--- config.mk ---
export PLATFORM = sky130hd
export DESIGN_NAME = inter_read_slave
export DESIGN_NICKNAME = d
export VERILOG_FILES = /design/src/rtl/inter_read_slave.sv
export SDC_FILE = /design/constraint.sdc
export NUM_CORES = 1
export LEC_CHECK = 0
export CAP_MARGIN = 30
export CELL_PAD_IN_SITES_DETAIL_PLACEMENT = 2
export CELL_PAD_IN_SITES_GLOBAL_PLACEMENT = 2
export CORE_MARGIN = 8
export CORE_UTILIZATION = 29
export DETAILED_ROUTE_END_ITERATION = 10
export PLACE_DENSITY = 0.83
export SKIP_LAST_GASP = 1
export SLEW_MARGIN = 20
export SYNTH_ARGS = -nofsm -noshare
export SYNTH_HDL_FRONTEND = slang
export SYNTH_SLANG_ARGS = --single-unit
--- constraint.sdc ---
create_clock -name clk -period 2.4 [get_ports clk]
set_input_delay 0.6 -clock clk [delete_from_list [all_inputs] [get_ports clk]]
set_output_delay 0.6 -clock clk [all_outputs]
set_load 0.005 [all_outputs]
--- src/rtl/inter_read_slave.sv ---
`default_nettype none
// +-----------------------------------------------------------------------+
// | inter_read_slave: read responder for one interconnect slave port,     |
// | fronting a 1-cycle memory plus wait states, with a last-address buffer|
// | Revision: 1.0                                                         |
// +-----------------------------------------------------------------------+
module inter_read_slave #(
  parameter int DATA_WIDTH       = 32,
  parameter int SLAVE_ADDR_WIDTH = 10,
  parameter int WAIT_STATES      = 0,
  parameter int CACHE_EN         = 1
) (
  input  logic                        clk,
  input  logic                        reset,
  input  logic                        slave_data_req_i,
  input  logic [SLAVE_ADDR_WIDTH-1:0] slave_data_addr_i,
  output logic [DATA_WIDTH-1:0]       slave_data_rdata_o,
  output logic                        slave_data_gnt_o,
  output logic                        mem_en_o,
  output logic [SLAVE_ADDR_WIDTH-1:0] mem_addr_o,
  input  logic [DATA_WIDTH-1:0]       mem_rdata_i,
  input  logic                        invalidate_i,
  output logic                        busy_o
);

  localparam int                CNT_W    = (WAIT_STATES < 2) ? 1 : $clog2(WAIT_STATES + 1);
  localparam logic [CNT_W-1:0]  CNT_INIT = CNT_W'(WAIT_STATES);
  localparam logic [CNT_W-1:0]  CNT_ONE  = CNT_W'(1);
  localparam logic              CACHE_ON = (CACHE_EN != 0);

  localparam logic [1:0] S_IDLE = 2'd0;
  localparam logic [1:0] S_WAIT = 2'd1;
  localparam logic [1:0] S_RESP = 2'd2;

  logic [1:0]                  state_q, state_d;
  logic [SLAVE_ADDR_WIDTH-1:0] addr_q, addr_d;
  logic [DATA_WIDTH-1:0]       data_q, data_d;
  logic [CNT_W-1:0]            cnt_q, cnt_d;
  logic                        buf_valid_q, buf_valid_d;
  logic [SLAVE_ADDR_WIDTH-1:0] buf_addr_q, buf_addr_d;

  logic hit;
  logic addr_match;
  logic wait_keep;

  assign hit        = CACHE_ON & buf_valid_q & (buf_addr_q == slave_data_addr_i) & ~invalidate_i;
  assign addr_match = (slave_data_addr_i == addr_q);
  assign wait_keep  = slave_data_req_i & addr_match;

  always_ff @(posedge clk or negedge reset) begin
    if (!reset) begin
      state_q     <= S_IDLE;
      addr_q      <= '0;
      data_q      <= '0;
      cnt_q       <= '0;
      buf_valid_q <= 1'b0;
      buf_addr_q  <= '0;
    end else begin
      state_q     <= state_d;
      addr_q      <= addr_d;
      data_q      <= data_d;
      cnt_q       <= cnt_d;
      buf_valid_q <= buf_valid_d;
      buf_addr_q  <= buf_addr_d;
    end
  end

  always_comb begin
    state_d = state_q;
    case (state_q)
      S_IDLE: begin
        if (slave_data_req_i) state_d = hit ? S_RESP : S_WAIT;
      end
      S_WAIT: begin
        if (!wait_keep)          state_d = S_IDLE;
        else if (cnt_q == '0)    state_d = S_RESP;
      end
      S_RESP:  state_d = S_IDLE;
      default: state_d = S_IDLE;
    endcase
  end

  always_comb begin
    addr_d      = addr_q;
    data_d      = data_q;
    cnt_d       = cnt_q;
    buf_valid_d = buf_valid_q;
    buf_addr_d  = buf_addr_q;
    case (state_q)
      S_IDLE: begin
        if (slave_data_req_i) begin
          addr_d = slave_data_addr_i;
          if (!hit) cnt_d = CNT_INIT;
        end
      end
      S_WAIT: begin
        // An aborted wait leaves data and buffer untouched.
        if (wait_keep) begin
          if (cnt_q != '0) begin
            cnt_d = cnt_q - CNT_ONE;
          end else begin
            data_d      = mem_rdata_i;
            buf_addr_d  = addr_q;
            buf_valid_d = CACHE_ON;
          end
        end
      end
      default: ;
    endcase
    // A write-path invalidate wins over a same-cycle capture.
    if (invalidate_i) buf_valid_d = 1'b0;
  end

  always_comb begin
    slave_data_gnt_o = 1'b0;
    mem_en_o         = 1'b0;
    mem_addr_o       = addr_q;
    busy_o           = 1'b1;
    case (state_q)
      S_IDLE: begin
        busy_o     = 1'b0;
        mem_addr_o = slave_data_addr_i;
        mem_en_o   = reset & slave_data_req_i & ~hit;
      end
      S_RESP: begin
        slave_data_gnt_o = slave_data_req_i & addr_match;
      end
      default: ;
    endcase
  end

  assign slave_data_rdata_o = data_q;

endmodule
`default_nettype wire

Yosys cells after proc, flatten, opt, wreduce, memory -nomap -nowiden
Index checks and enable logic that the tools add are counted.
{"block": "classes", "eq_ne": 9, "bitwise_logic": 8, "n_mux": 18, "addsub": 1, "n_reduce_logical": 9}
{"op": "equality test 10 bit", "n": 2}
{"op": "two-way mux 1 bit", "n": 11}
{"op": "two-way mux 10 bit", "n": 1}
{"op": "two-way mux 2 bit", "n": 4}
{"op": "inequality test 2 bit, second input constant", "n": 4}
{"op": "AND reduction 3 bit", "n": 2}
{"op": "nonzero test 2 bit", "n": 3}
{"op": "AND 1 bit", "n": 5}
{"op": "case mux 2 bit (2 select lines)", "n": 1}
{"op": "AND reduction 2 bit", "n": 2}
{"op": "AND reduction 4 bit", "n": 1}
{"op": "inequality test 3 bit, second input constant", "n": 1}
{"op": "NOT 1 bit", "n": 3}
{"op": "equality test 2 x 1 -> 1 bit, second input constant", "n": 1}
{"op": "equality test 2 bit, second input constant", "n": 1}
{"op": "zero test 2 bit", "n": 1}
{"op": "case mux 1 bit (2 select lines)", "n": 1}
{"op": "subtractor 1 bit, second input constant", "n": 1}
{"block": "word_totals", "inputBits": 46, "output_inout_bits": 45, "wordCells": 51, "ff_bits": 56}

Logic depth before layout (Yosys ltp)
{"block": "depth", "word_depth": 6, "depth_mapped": 5, "depth_no_buf": 4}

Least setup slack after synthesis
Ideal clock, no wire load.
{"block": "synth_path", "path_type": "input -> register", "startpoint": "input slave_data_addr_i[7]", "endpoint": "register buf_addr_q[0]", "t_arrival_ns": 1.893, "n_path_buf": 1, "slack_ns": 0.382, "path_stages": 5, "setup_time_ns": 0.125, "t_required_ns": 2.275, "cell_sequence": "xnor2_1 nand4_1 or4_4 buf_6 mux2_4"}
{"block": "synth_between", "elab_chain_cells": 3}
{"item": "from (decl)", "line_no": "16", "rtl": "input logic [SLAVE_ADDR_WIDTH-1:0] slave_data_addr_i,"}
{"item": "equality test 10 bit", "line_no": "47", "rtl": "assign addr_match = (slave_data_addr_i == addr_q);"}
{"item": "AND 1 bit", "line_no": "48", "rtl": "assign wait_keep = slave_data_req_i & addr_match;"}
{"item": "AND reduction 3 bit (no source line)"}
{"item": "to (signal assigned)", "line_no": "64", "rtl": "buf_addr_q <= buf_addr_d;"}
{"item": "to (decl)", "line_no": "40", "rtl": "logic [SLAVE_ADDR_WIDTH-1:0] buf_addr_q, buf_addr_d;"}
Every way passes these cells.
A chain may end at the register's enable or synchronous reset.

Worst setup path in the final report
{"block": "layout_path", "startpoint": "input slave_data_addr_i[5]", "endpoint": "output slave_data_gnt_o"}
{"block": "layout_between", "elab_chain_cells": 3}
{"item": "equality test 10 bit", "line_no": "47"}
{"item": "AND 1 bit", "line_no": "126", "rtl": "slave_data_gnt_o = slave_data_req_i & addr_match;"}
{"item": "two-way mux 1 bit", "line_no": "119", "rtl": "case (state_q)"}
{"item": "to (decl)", "line_no": "18", "rtl": "output logic slave_data_gnt_o,"}
Every way passes these cells.

==> metrics.txt <==
Leakage=around 1.9 nW; ys async rst share=1.00; grt ovf=0; drt pass-1 iters=4; Hold Path Class=in -> async; worst slew pin tran=approximately 0.74 ns; Port-buffer cells=90; yosys synthesis warning count=0; CTS tree=built; first-pass GRT wire length=approximately 12,000 µm; routed length per instance=around 21 µm; vias in the first global route=about 2,300; WL met1=between 2000 and 3000 µm; VDD IR max=about 0.33 mV; type of origin of the critical path=primary input; failing checks=setup timing; Vias=1,876; largest net degree at the start of global routing=56; Core Region=about 8300 µm²; Clock Tree Buf Depth=2; outcome=finished, violations left; Syn Nets=~210; clk slew on worst S/H paths=between 0.1 and 0.15 ns; WL final=around 8300 µm; sequential area share after synthesis=0.556; Synth Flop Type=dfrtp_1; Post-Synth Simple-Gate Area=0.0591; Power Dens Cells=between 400 and 500 nW/µm²; DR WL met2=4620 µm; Total GRT Usage=0.136; Worst Path Max Fanout=2; post-route setup TNS=-0.00425 ns; Reg-to-Reg End=buf_addr_q[3]; area grow syn2layout=59.7%; H-tree depth=2; # diodes=0; Total Die Area=between 10,000 and 15,000 µm²; Synth Area in Compound Gates=0.00556; reg2reg start=addr_q[6]; initial antenna violation count=0; synthesized area=between 2000 and 2500 µm²; Critical Path Sink Type=primary output; IO Pins=just over 90; Starting Density=0.300; routability cong.=approximately 0.74; # rows=33; Worst Path Required=1.80 ns; xor/xnor cell area share of the yosys netlist=0.0672; critical setup path kind=in -> out; Final setup viols=1; Place WS=-0.627 ns; chip height=between 100 and 150 µm; maxcap violations=0; Clock Skew=between 0.015 and 0.02 ns; adder-cell area share of the yosys netlist=0; Highest Signal Layer=met4; cell taking the most area after synthesis=dfrtp_1; drt drc=0; Root Driver=clkbuf_8; average size of a mapped cell=14.7 µm²; DR WL met3=roughly 680 µm; final setup margin=-0.00425 ns; Routed Antenna Nets=0; Post-synth top cells=dfrtp_1 (55), mux2_2 (50), xnor2_1 (19); max-slew violation count=0; unrepaired setup endpoints after global routing=true; Synth Register Bits=55; number of flops mapped to enable cells by yosys=0; Synth cell types=23; r2r setup slk=0.09 ns; Synth area leaders=dfrtp_1 (56%), mux2_2 (23%), xnor2_1 (6.7%); CTS sink count=55; CP arrival=1.80 ns; NumNets Final=between 300 and 400; Final Hold Fails=0; Tmin final=roughly 2.4 ns; fillers=818; mux cell area share after synthesis=0.296; largest family of logic cells by synthesized area=multiplexers; Slew Limit Headroom=0.508; Initial DRC Count=43; CTS buffer count=5; post-DR vias/cell=~4.7; Post-DP HPWL=5230 µm; layout cell share with drive strength beyond 1=0.444; Synth top area share=0.556; Post-Syn Instances=roughly 170; fin crit share=1.00; Achievable Freq=slightly above 400 MHz; clock latency on the worst-skew pair=approximately 0.31 ns; Worst R2R Path Depth=5; die span in x=approximately 110 µm; most frequent cell after synthesis=dfrtp_1
-- repair_timing --
action | CTS | global route
gates cloned | 1 | 0
resized for setup | 39 | 28
buffers inserted | 12 | 6
endpoints found under the setup margin | 52 | 11
pin swaps | 7 | 13
hold buffers | 0 | 0
-- worst max path at each step --
stage / from / endpoint / slack [ns] / cells past startpoint
finish: slave_data_addr_i[5] / slave_data_gnt_o / -0.004 / 5
global route: slave_data_addr_i[5] / slave_data_gnt_o / -0.05 / 5
CTS: slave_data_addr_i[8] / slave_data_gnt_o / -0.05 / 6
detailed placement: slave_data_addr_i[3] / slave_data_gnt_o / -0.63 / 5
global placement: slave_data_addr_i[3] / slave_data_gnt_o / -0.62 / 5
floorplan: slave_data_addr_i[7] / buf_addr_q[0] / 0.38 / 5
-- critical path, stage by stage --
cell	delay, ns
dlygate4sd2_1	0.26
xnor2_1	0.23
nand4_1	0.21
nor4_4	0.34
buf_2	0.16
-- flip-flops by register name, summed over array words and instances, names as in the netlist --
| signal | cells |
|---|---|
| buf_valid_q | 1 |
| buf_addr_q | 10 |
| slave_data_rdata_o | 32 |
| addr_q | 10 |
| state_q | 2 |
-- layout make-up --
type / instances / area [µm²] / area share
clock inverters: 3 / 20.0 / 0.00506
multi-input cells: 105 / 1190 / 0.302
repair buffers: 127 / 1160 / 0.293
clock buffers: 5 / 68.8 / 0.0174
well taps: 105 / 131 / 0.0332
flip-flops and latches: 55 / 1380 / 0.348
inverters: 2 / 7.51 / 0.00190
-- layout by cell type (no fill, tap or decap), types with 2 or more instances in the layout --
cell,n
buf_2,4
buf_4,33
buf_6,3
clkbuf_2,4
clkbuf_8,5
clkdlybuf4s15_1,3
clkdlybuf4s50_1,67
clkinvlp_4,2
dfrtp_1,55
dlygate4sd2_1,9
dlymetal6s2s_1,2
inv_1,2
mux2_1,3
mux2_2,50
mux2_4,9
nand2_1,2
nand2b_1,2
nand3_1,3
nand4_1,5
nor2b_1,2
nor4_4,2
xnor2_1,7
xnor2_2,11
-- cell families (layout without fill, tap and decap cells) --
kind of cell,count (synthesis),after routing
AOI/OAI and AO/OA,2,2
xor gates and xnor gates,19,19
buffers and inverters,8,137
DFF,55,55
muxes,62,62
and+or+nand+nor,22,22
-- report_power, final --
part | internal [mW] | leakage (nW) | switching, mW | total (mW)
sequential | 0.965 | 0.744 | 0.0448 | 1.01
clock | 0.204 | 0.0402 | 0.320 | 0.524
combinational | 0.248 | 1.07 | 0.161 | 0.409
total | 1.42 | 1.85 | 0.526 | 1.94
-- stage by stage --
stage	hold WS, ns	util	instance area, µm²	instances	total power, mW
finish	0.461	0.479	3950	402	1.94
detailed placement	0.477	0.438	3620	375	1.39
floorplan	0.304	-	2480	168	1.15
global placement	0.468	0.438	3620	375	1.37
global route	0.498	0.479	3950	402	2.04
CTS	0.488	0.467	3860	396	1.92
-- per-layer routing --
layer / up-vias / track usage
met5: - / 0
met4: 0 / 0.0303
met3: 6 / 0.0535
met2: 56 / 0.252
met1: 965 / 0.140
li1: 849 / -
Power figures use the tool's default switching activity.
